File: src/rtl/hack_pkg.sv
// Shared Hack CPU definitions: word width, reset vector, and the fetch entry
// type (instruction word plus the address it came from).
package hack_pkg;

  localparam int          WORD_W     = 16;
  localparam logic [15:0] RESET_ADDR = 16'h0000;

  typedef struct packed {
    logic [WORD_W-1:0] instr;
    logic [WORD_W-1:0] pc;
  } fetch_entry_t;

endpackage

File: src/rtl/inc16.sv
// 16-bit incrementer, combinational, wraps 0xFFFF to 0x0000 with no carry out.
// No state and no backpressure.
module inc16 (
  input  logic [15:0] a_i,
  output logic [15:0] y_o
);

  assign y_o = a_i + 16'd1;

endmodule

File: src/rtl/pc_fetch.sv
// Hack fetch stage: PC, ROM read issue, and a 2-deep {instr, pc} buffer to decode.
// Issue-to-valid 2 cycles, redirect-to-valid 3; issue stalls once 2 words are outstanding.
module pc_fetch #(
  parameter int          WIDTH      = 16,
  parameter logic [15:0] RESET_ADDR = hack_pkg::RESET_ADDR
) (
  input  logic             clk,
  input  logic             rst_n,
  input  logic             clear,
  input  logic             load,
  input  logic [WIDTH-1:0] load_addr,
  output logic             rom_en,
  output logic [WIDTH-1:0] rom_addr,
  input  logic [WIDTH-1:0] rom_data,
  output logic [WIDTH-1:0] instr,
  output logic [WIDTH-1:0] instr_pc,
  output logic             instr_valid,
  input  logic             instr_ready,
  output logic [WIDTH-1:0] pc
);

  import hack_pkg::*;

  logic [WIDTH-1:0] pc_q, pc_d, pc_inc;
  logic             pend_q, pend_d;
  logic [WIDTH-1:0] pend_pc_q, pend_pc_d;
  logic [1:0]       count_q, count_d, occ, fill;
  fetch_entry_t     ent0_q, ent0_d, ent1_q, ent1_d, new_ent;
  logic             flush, pop, push, issue;

  inc16 u_inc16 (
    .a_i (pc_q),
    .y_o (pc_inc)
  );

  assign flush = clear | load;
  assign pop   = instr_valid & instr_ready;
  assign push  = pend_q & ~flush;
  // Words already buffered plus the one in flight must never exceed the 2 slots.
  assign occ   = count_q + {1'b0, pend_q};
  assign issue = ~flush & ((occ < 2'd2) | pop);

  assign rom_en      = rst_n & issue;
  assign rom_addr    = pc_q;
  assign pc          = pc_q;
  assign instr       = ent0_q.instr;
  assign instr_pc    = ent0_q.pc;
  assign instr_valid = (count_q != 2'd0);
  assign new_ent     = '{instr: rom_data, pc: pend_pc_q};

  always_comb begin
    pc_d      = pc_q;
    pend_d    = issue;
    pend_pc_d = pend_pc_q;
    if (clear) begin
      pc_d = RESET_ADDR;
    end else if (load) begin
      pc_d = load_addr;
    end else if (issue) begin
      pc_d      = pc_inc;
      pend_pc_d = pc_q;
    end
  end

  always_comb begin
    ent0_d = ent0_q;
    ent1_d = ent1_q;
    fill   = count_q;
    if (pop) begin
      ent0_d = ent1_q;
      fill   = count_q - 2'd1;
    end
    if (push) begin
      if (fill == 2'd0) ent0_d = new_ent;
      else              ent1_d = new_ent;
      fill = fill + 2'd1;
    end
    count_d = flush ? 2'd0 : fill;
  end

  always_ff @(posedge clk or negedge rst_n) begin
    if (!rst_n) begin
      pc_q      <= RESET_ADDR;
      pend_q    <= 1'b0;
      pend_pc_q <= '0;
      count_q   <= 2'd0;
      ent0_q    <= '0;
      ent1_q    <= '0;
    end else begin
      pc_q      <= pc_d;
      pend_q    <= pend_d;
      pend_pc_q <= pend_pc_d;
      count_q   <= count_d;
      ent0_q    <= ent0_d;
      ent1_q    <= ent1_d;
    end
  end

endmodule

File: config.mk
export PLATFORM = sky130hd
export DESIGN_NAME = pc_fetch
export DESIGN_NICKNAME = d
export VERILOG_FILES = /design/src/rtl/hack_pkg.sv /design/src/rtl/inc16.sv /design/src/rtl/pc_fetch.sv
export SDC_FILE = /design/constraint.sdc
export NUM_CORES = 1
export LEC_CHECK = 0
export BUFFER_PORTS_ARGS = -buffer_cell sky130_fd_sc_hd__buf_2
export CAP_MARGIN = 20
export CORE_ASPECT_RATIO = 0.8
export CORE_MARGIN = 10
export CORE_UTILIZATION = 45
export DETAILED_ROUTE_END_ITERATION = 6
export GPL_TIMING_DRIVEN = 0
export PLACE_DENSITY = 0.79
export SETUP_SLACK_MARGIN = 0.02
export SLEW_MARGIN = 5
export SYNTH_ARGS = -nofsm -noshare
export SYNTH_HDL_FRONTEND = slang
export SYNTH_SLANG_ARGS = --single-unit
File: constraint.sdc
create_clock -name clk -period 3.6 [get_ports clk]
set_input_delay 0.72 -clock clk [delete_from_list [all_inputs] [get_ports clk]]
set_output_delay 0.72 -clock clk [all_outputs]
set_load 0.005 [all_outputs]
==> metrics, run 1 <==
Initial Utilization 46.87%; WP buf/inv 4; Gate power share 20.8%; initial antenna violation count 0; Mean Syn Cell Area between 10 and 15 µm²; Leak 2.866 nW; drt first pass iters 5; Mapped Cells 398; Syn. warnings 0; layout cell share with drive strength beyond 1 ~37%; final net count 552; Critical Path Start Type flip-flop; max incr delay on CP 0.47 ns; CTS tree done; r2r setup slk 0.77 ns; Num CTS Buffers 9; post-synthesis sequential area ratio 54.10%; clock network power share 29.4%; crit-path cells inv_1 -> ha_1 -> nand2b_1 -> buf_2 -> xnor2_1 -> ha_1 -> and3_1 -> clkbuf_1 -> clkbuf_1 -> o21ai_0; CTS Hold Buffers Added 0; Die Wd 132.8 µm; die height roughly 110 µm; Max VDD drop 0.2286 mV; Total Routing Usage GR 15.70%; pre-CTS setup slack 0.7092 ns; Crit. End Element flip-flop; post-synth cell types 37; Final Setup Violations 0; Post-CTS Resized 0; largest net degree at the start of global routing 52; CP required 3.79 ns; RSZ-0062 raised after global routing no; clk sink count 99; min Tclk post-route approximately 2.8 ns; # rows 32; Crit Path Class reg2reg; outcome finished, final reports clean; Sw Ratio 29.15%; DRC violations left 0; first-pass GRT wire length 18660 µm; GP Congestion roughly 0.86; commonest non-fill, non-tap cells in the layout buf_2 (109), dfrtp_1 (99), mux2_2 (46); max-slew violation count 0; measured slew at the worst slew-check pin about 0.75 ns; postcts setup bufs 0; WL final about 12000 µm; max cap viols 0; critical path peak fanout 10; commonest non-fill, non-tap cell in the layout buf_2; Reg power frac 49.8%; core area ~10000 µm²; setup TNS 0 ns; post-DP HPWL 8446 µm; path depth of the worst reg2reg path 10; Clock Path Buffers 2; I/O Buffers 102; min-delay worst type in2async; max_slew headroom 49.92%; DR iter-0 viols around 300; Fin. Hold Viols 0; RR Endpoint instr_pc[5]; Cell Int Power 0.002249 W; launching point of the worst reg2reg path count_q[0]; DR WL/cell 17.93 µm; Crit path arrival time approximately 3.0 ns; Synth Register Bits 99; Top delay family on crit path buffers and inverters; clock-pin slew on the worst setup and hold paths 0.07 ns; Via density between 5 and 6; full die area 14640 µm²; Area Growth Syn to Fin 21.94%; htree depth 3; Sw Pwr 0.0009251 W; final antenna-violating net count 0; Worst-Skew Late Latency 0.34 ns; pwr dens 568.4 nW/µm²; crit path max-delay cell type clkbuf_1; vias in the first global route between 3000 and 4000; Net Count, Synth 438; vias after detailed routing around 3500; FMAX 353.2 MHz; # diodes 0; fin crit share approximately four fifths; final setup margin 0.7686 ns; I/O Pins 103; Overflow after GRT 0; Clock Skews 0.007764 ns; Post-Syn Area 4579 µm²; clock tree root buffer cell clkbuf_16
## through the flow
stage          utilization [%]  hold WS (ns)  total power (W)  area, µm²  instances
2_1_floorplan                -        0.4244         0.001924       4579        398
5_1_grt                  57.16        0.4532         0.003364       5584        653
3_5_place_dp             54.15        0.4784         0.002278       5290        637
4_1_cts                  57.16        0.4244         0.003219       5584        653
6_report                 57.16        0.3980         0.003174       5584        653
3_3_place_gp             53.84        0.4701         0.002226       5260        636
## metal layers
metal,GRT usage [%],vias up,routed length (µm)
met2,26.86,125,5732
met5,0,-,0
met4,4.467,0,141
li1,-,1649,-
met3,3.978,13,661
met1,19.48,1759,5174
## cell type report
class,instances,area [µm²]
sequential,99,2477
tap,136,170.2
clock buffer,9,225.2
clock inverter,7,68.82
buffer,40,227.7
inverter,8,30.03
timing repair buffer,103,540.5
multi-input combinational,251,1844
fill,843,4185
## how the worst max path moves through the flow
stage	endpoint	slack [ns]	startpoint	cells past startpoint
final	instr_pc[5]	0.77	count_q[0]	10
after global routing	instr_pc[12]	0.49	count_q[0]	11
after CTS	rom_en	0.78	count_q[0]	8
after detailed placement	instr_pc[5]	0.71	instr_ready	10
after global placement	rom_en	-0.01	rst_n	3
after floorplan	ent1_q[0]	1.28	instr_ready	7
## synthesized netlist by cell type (all sizes together)
master   count  area share (%)
o21a         1            0.16
or4          7             1.1
mux2i       32             7.0
nand3        4            0.44
nor2        19             1.6
dfrtp       99              54
nand4        5            0.68
a21boi       1            0.16
and2         1            0.14
and4b        1            0.22
o31ai        7             1.1
a21oi        1            0.11
nand2       42             3.4
o21ai       35             3.8
a311oi      13             2.5
nand2b       1            0.14
and3         4            0.55
buf         28             4.0
a22o         1            0.19
and3b        1            0.19
xnor2        3            0.57
a211oi       1            0.16
inv          8            0.66
ha           3            0.82
and4         5            0.96
or3          2            0.27
a2111oi      5            0.96
mux2        48              12
nor4         2            0.41
nor3         3            0.33
clkbuf      12            0.98
nor2b        3            0.41
## flip-flops by register name (all words and copies together), names as in the netlist
signal,flops
ent1_q,32
instr,16
instr_pc,16
pc,16
pend_pc_q,16
count_q,2
pend_q,1
## power groups by stage
stage                     clock [W]  sequential [W]  combinational (W)
after global routing        0.00100         0.00162           0.000746
final                      0.000932         0.00158           0.000660
after CTS                  0.000957         0.00158           0.000679
after global placement            0         0.00158           0.000648
after floorplan                   0         0.00158           0.000348
after detailed placement          0         0.00160           0.000675
## kinds of logic (layout without fill, tap and decap cells)
logic type	Yosys count	in the layout	synth area share, %
AO/OA/AOI/OAI	65	65	9.208
adder cells (fa/ha/maj)	3	3	0.8198
multiplexers	80	80	18.80
buffers and inverters	48	167	5.628
flip-flops	99	99	54.10
XOR/XNOR	3	3	0.5739
AND/OR/NAND/NOR	100	100	10.87
Power figures use the tool's default switching activity.
==> inputs of run 2 (changes only) <==
- ABC_AREA: unset -> 1
- clock period: 3.6 -> 2.7 ns (I/O delays scaled with it)
==> metrics, run 2 <==
layout cell share with drive strength beyond 1 roughly 29%; Area Growth Syn to Fin 22.06%; max_slew headroom between 60% and 70%; final antenna-violating net count 0; top post-synthesis cells by area dfrtp_1 (51%), mux2_4 (9.3%), nand2_1 (8.9%); RR Endpoint ent1_q[3]; CP required 2.16 ns; largest net degree at the start of global routing 71; Synth Register Bits 99; vias after detailed routing 4093; Clock Skews 0.005155 ns; Crit. End Element output port; FMAX 406.3 MHz; I/O Buffers 101; Max VDD drop roughly 0.36 mV; RSZ-0062 raised after global routing no; measured slew at the worst slew-check pin 0.5259 ns; Yosys top cell area share 51.26%; commonest non-fill, non-tap cell in the layout nand2_1; fillers about 900; # rows 33; clock-pin slew on the worst setup and hold paths 0.07 ns; min Tclk post-route 2.461 ns; die height 112.7 µm; initial antenna violation count 0; post-synth top area cell dfrtp_1; GP Congestion 0.8439; final net count 682; most frequent cells after synthesis nand2_1 (115), dfrtp_1 (99), nor2_1 (69), nand3_1 (50); WL final 12770 µm; post-synth cell types 25; # diodes 0; full die area 15310 µm²; Leak ~3.1 nW; Post-Syn Area 4833 µm²; launching point of the worst reg2reg path count_q[0]; clk sink count 99; core area just over 10000 µm²; Worst-Skew Late Latency 0.35 ns; Syn. warnings 0; Crit Path Class reg2out; path depth of the worst reg2reg path 10; pre-CTS setup slack ~0.34 ns; Die Wd approximately 140 µm; r2r setup slk 0.41 ns; Fin. Hold Viols 0; Clock Path Buffers 2; Net Count, Synth 569; post-synthesis sequential area ratio 51.26%; first-pass GRT wire length 21130 µm; number of synthesized flops with an enable pin 0; clock tree root buffer cell clkbuf_16; post-DP HPWL a little over 9000 µm; CTS tree done; CTS Hold Buffers Added 0; I/O Pins 103; max-slew violation count 0; ys async rst share 100.0%; outcome finished, final reports clean; pwr dens 771.3 nW/µm²; Largest register FFs 32; final setup margin 0.2388 ns; Initial Utilization 46.64%; top_reg_cell synth dfrtp_1; Total Routing Usage GR approximately 17%; most numerous cell in the Yosys netlist nand2_1; Crit path arrival time 1.92 ns; Final Setup Violations 0; htree depth 3; DR iter-0 viols 312; Critical Path Start Type flip-flop; Hold WS 0.1221 ns; max cap viols 0; min-delay worst type in2async; DRC violations left 0; Num CTS Buffers 9; commonest non-fill, non-tap cells in the layout nand2_1 (115), buf_2 (111), dfrtp_1 (99); Mean Syn Cell Area a little over 9 µm²; fin crit share 91.16%; DR WL/cell 16.23 µm; Overflow after GRT 0; vias in the first global route 4207; Mapped Cells 529; drt first pass iters 5; Top reg by flops ent1_q; critical path peak fanout 10; Via density 5.201
==> run 2: cell count changes after synthesis, moves of 7 or more <==
cell	before	now
nand2_1	42	115
nor2_1	19	69
nand3_1	4	50
mux2_2	46	2
a31oi_1	0	32
mux2i_1	32	1
mux2_4	0	30
inv_1	8	29
a311oi_1	13	0
o31ai_1	7	0
or4_1	7	0
==> run 2: cell type report <==
cell class	instances	area, µm²	share of cell area, %
flip-flops and latches	99	2477	41.99
multi-input cells	356	1983	33.62
repair buffers	102	535.5	9.077
plain buffers	41	254.0	4.305
clock buffers	11	242.7	4.115
well taps	140	175.2	2.969
inverters	33	123.9	2.100
clock inverters	5	107.6	1.824
==> run 2: cell families (layout without fill, tap and decap cells) <==
logic type / count (synthesis) / after routing / share of synthesized area, %
AND/OR/NAND/NOR: 245 / 245 / 21.23
XOR/XNOR: 3 / 3 / 0.5437
multiplexers: 33 / 33 / 9.992
adder cells (fa/ha/maj): 3 / 3 / 0.7767
buffers and inverters: 74 / 192 / 7.818
flip-flops: 99 / 99 / 51.26
AO/OA/AOI/OAI: 72 / 72 / 8.387
==> run 2: what timing repair did <==
| item | 4_1_cts | 5_1_grt |
|---|---|---|
| setup buffers | 0 | 0 |
| resized for setup | 0 | 1 |
| setup endpoints to repair | 0 | 1 |
==> run 2: how the worst max path moves through the flow <==
stage                      startpoint          to  slack [ns]  cells after the start
after global routing       count_q[0]      rom_en        0.08                      9
final                      count_q[0]      rom_en        0.24                      9
after CTS                  count_q[0]      rom_en        0.17                      9
after floorplan           instr_ready   ent1_q[0]        0.69                      8
after global placement          rst_n      rom_en       -0.41                      4
after detailed placement   count_q[0]  ent1_q[25]        0.34                     10
==> run 2: power by group <==
part / leakage, nW / total [W] / switching [W] / internal (W)
sequential: 1.28 / 0.00208 / 0.000244 / 0.00184
combinational: 1.66 / 0.000960 / 0.000448 / 0.000512
clock: 0.171 / 0.00151 / 0.000570 / 0.000938
total: 3.11 / 0.00455 / 0.00126 / 0.00329
==> run 2: through the flow <==
step / util, % / setup TNS, ns / std cells / instance area (µm²) / power, W
after global routing: 56.92 / 0 / 787 / 5899 / 0.004801
final: 56.92 / 0 / 787 / 5899 / 0.004551
after detailed placement: 53.50 / 0 / 771 / 5544 / 0.003069
after floorplan: - / 0 / 529 / 4833 / 0.002602
after CTS: 56.88 / 0 / 787 / 5894 / 0.004581
after global placement: 53.21 / -0.4091 / 770 / 5514 / 0.003015
==> run 2: worst max-delay path, cell delays in order (launching register included) <==
cell	delay [ns]
dfrtp_1	0.41
inv_1	0.06
ha_1	0.20
inv_2	0.14
nand2_4	0.12
nand3_1	0.11
nand2_1	0.11
buf_2	0.20
nor2_1	0.09
buf_2	0.12
==> run 2: per-layer routing <==
metal  track usage [%]  part of all wire [%]  up-vias
met5                 0                     0        -
met4             2.622                  0.60        0
met2             25.45                    44      159
met1             22.91                    46     1971
li1                  -                     -     1955
met3             6.587                   8.9        8
==> inputs of run 3 (changes only) <==
- PLACE_DENSITY: 0.79 -> 0.81
- SETUP_SLACK_MARGIN: 0.02 -> 0.3
- clock period: 2.7 -> 2.24 ns (I/O delays scaled with it)
==> metrics, run 3 (synthesis gave the netlist of run 2 again) <==
outcome finished with violations; failing checks negative hold slack; Worst-Skew Late Latency 0.35 ns; post-DP HPWL 9483 µm; Total Routing Usage GR 17.48%; Top reg by flops ent1_q; # rows 33; max_slew headroom 64.34%; Top delay family on crit path flip-flops; initial antenna violation count 0; max-slew violation count 0; commonest non-fill, non-tap cells in the layout nand2_1 (113), buf_2 (104), dfrtp_1 (99); Sw Ratio 29.76%; core area a little over 10000 µm²; Final Setup Violations 0; # diodes 0; post-layout util 59.92%; crit path max-delay cell type dfrtp_1; WL final 13670 µm; clock-pin slew on the worst setup and hold paths 0.07 ns; WP buf/inv 4; Num CTS Buffers 9; Crit Path Class reg2out; commonest non-fill, non-tap cell in the layout nand2_1; dpl cells roughly 770; RSZ-0062 raised after global routing yes; vias after detailed routing 4266; drt first pass iters 5; DRC violations left 0; Leak 3.243 nW; DR WL/cell 17.00 µm; Initial Utilization 46.64%; Die Wd 135.9 µm; Cell Int Power 0.003787 W; max cap viols 0; Via density between 5 and 6; setup TNS 0 ns; min Tclk post-route between 1.5 and 2 ns; fillers 861; critical path peak fanout 6; die height about 110 µm; Fin. Hold Viols 34; full die area between 15000 and 20000 µm²; I/O Buffers 101; Overflow after GRT 0; CTS tree done; clk sink count 99; Clock Skews 0.009881 ns; min-delay worst type in2async; max incr delay on CP 0.39 ns; vias in the first global route between 4000 and 5000; pwr dens ~870 nW/µm²; final setup margin 0.2563 ns; Non-Filler Instances approximately 800; fin crit share 88.56%; Sw Pwr 0.001604 W; Critical Path Start Type flip-flop; Setup crit start count_q[1]; Gate power share 23.3%; htree depth 3; measured slew at the worst slew-check pin 0.5348 ns; Max VDD drop 0.4244 mV; clock network power share a little under a third; Crit. End Element output port; Reg power frac 46.7%; FMAX 504.1 MHz; crit-path cells inv_2 -> ha_4 -> inv_6 -> nand2_8 -> nand3_2 -> nand2_2 -> buf_6 -> nor2_4 -> buf_2; pre-CTS setup slack 0.02504 ns; launching point of the worst reg2reg path count_q[1]; GP Congestion 0.8574; I/O Pins roughly 100; final net count roughly 700; first-pass GRT wire length 22070 µm; largest net degree at the start of global routing 67; clock tree root buffer cell clkbuf_16; Clock Path Buffers 2; Largest register FFs 32; DR iter-0 viols 320; final antenna-violating net count 0; layout cell share with drive strength beyond 1 33.28%; CP required 1.79 ns; Hold WS -0.01829 ns; Crit path arrival time 1.54 ns; Area Growth Syn to Fin 28.48%
==> run 3: worst register-to-register path: stages, from the launching register on <==
cell and delay [ns]:
dfrtp_1 0.39, inv_2 0.09, ha_4 0.15, inv_6 0.04
nand2_8 0.09, nand2_1 0.06, o21ai_1 0.07, inv_1 0.10
ha_4 0.19, inv_4 0.07, nand2_8 0.11, clkbuf_16 0.20
mux2_4 0.30
==> run 3: power groups by stage <==
stage               Clock [W]  Sequential (W)  Combinational [W]
global placement            0         0.00250            0.00114
CTS                   0.00162         0.00251            0.00123
detailed placement          0         0.00253            0.00119
global route          0.00169         0.00256            0.00140
finish                0.00162         0.00252            0.00126
floorplan                   0         0.00249           0.000653
==> run 3: per-layer routing <==
| layer | track usage, % | part of all wire [%] | up-vias |
|---|---|---|---|
| met2 | 27.78 | 47 | 201 |
| met1 | 22.67 | 44 | 2047 |
| met3 | 5.836 | 9.1 | 13 |
| li1 | - | - | 2005 |
| met5 | 0 | 0 | - |
| met4 | 3.898 | 0.80 | 0 |
==> run 3: path summary, 6_finish.rpt <==
path	end	cells past startpoint	slack (ns)
worst max-delay path	rom_en	9	0.26
worst min-delay path	instr[7]	1	-0.02
worst max register to register	ent1_q[18]	12	0.28
worst min register to register	ent1_q[30]	1	0.51
max in group asynchronous	count_q[1]	2	1.62
min in group clk	ent1_q[19]	2	0.34
==> run 3: layout make-up <==
class                           instances  area, µm²  share of cell area [%]
Sequential cell                        99       2477                   39.90
Inverter                               33      131.4                   2.116
Clock inverter                          6      71.32                   1.148
Buffer                                 41      315.3                   5.078
Clock buffer                           10      239.0                   3.848
Multi-Input combinational cell        356       2077                   33.45
Timing Repair Buffer                  119      723.2                   11.65
Tap cell                              140      175.2                   2.821
==> run 3: through the flow <==
step / area (µm²) / power [W]
5_1_grt: 6210 / 0.005655
4_1_cts: 6012 / 0.005356
3_3_place_gp: 5545 / 0.003637
3_5_place_dp: 5575 / 0.003725
2_1_floorplan: 4865 / 0.003143
6_report: 6210 / 0.005391
==> run 3: what timing repair did <==
item,CTS,global route
setup buffers,10,4
gates cloned,0,3
resized for setup,15,28
pin swaps,3,2
setup endpoints to repair,66,78
hold endpoints to repair,34,0
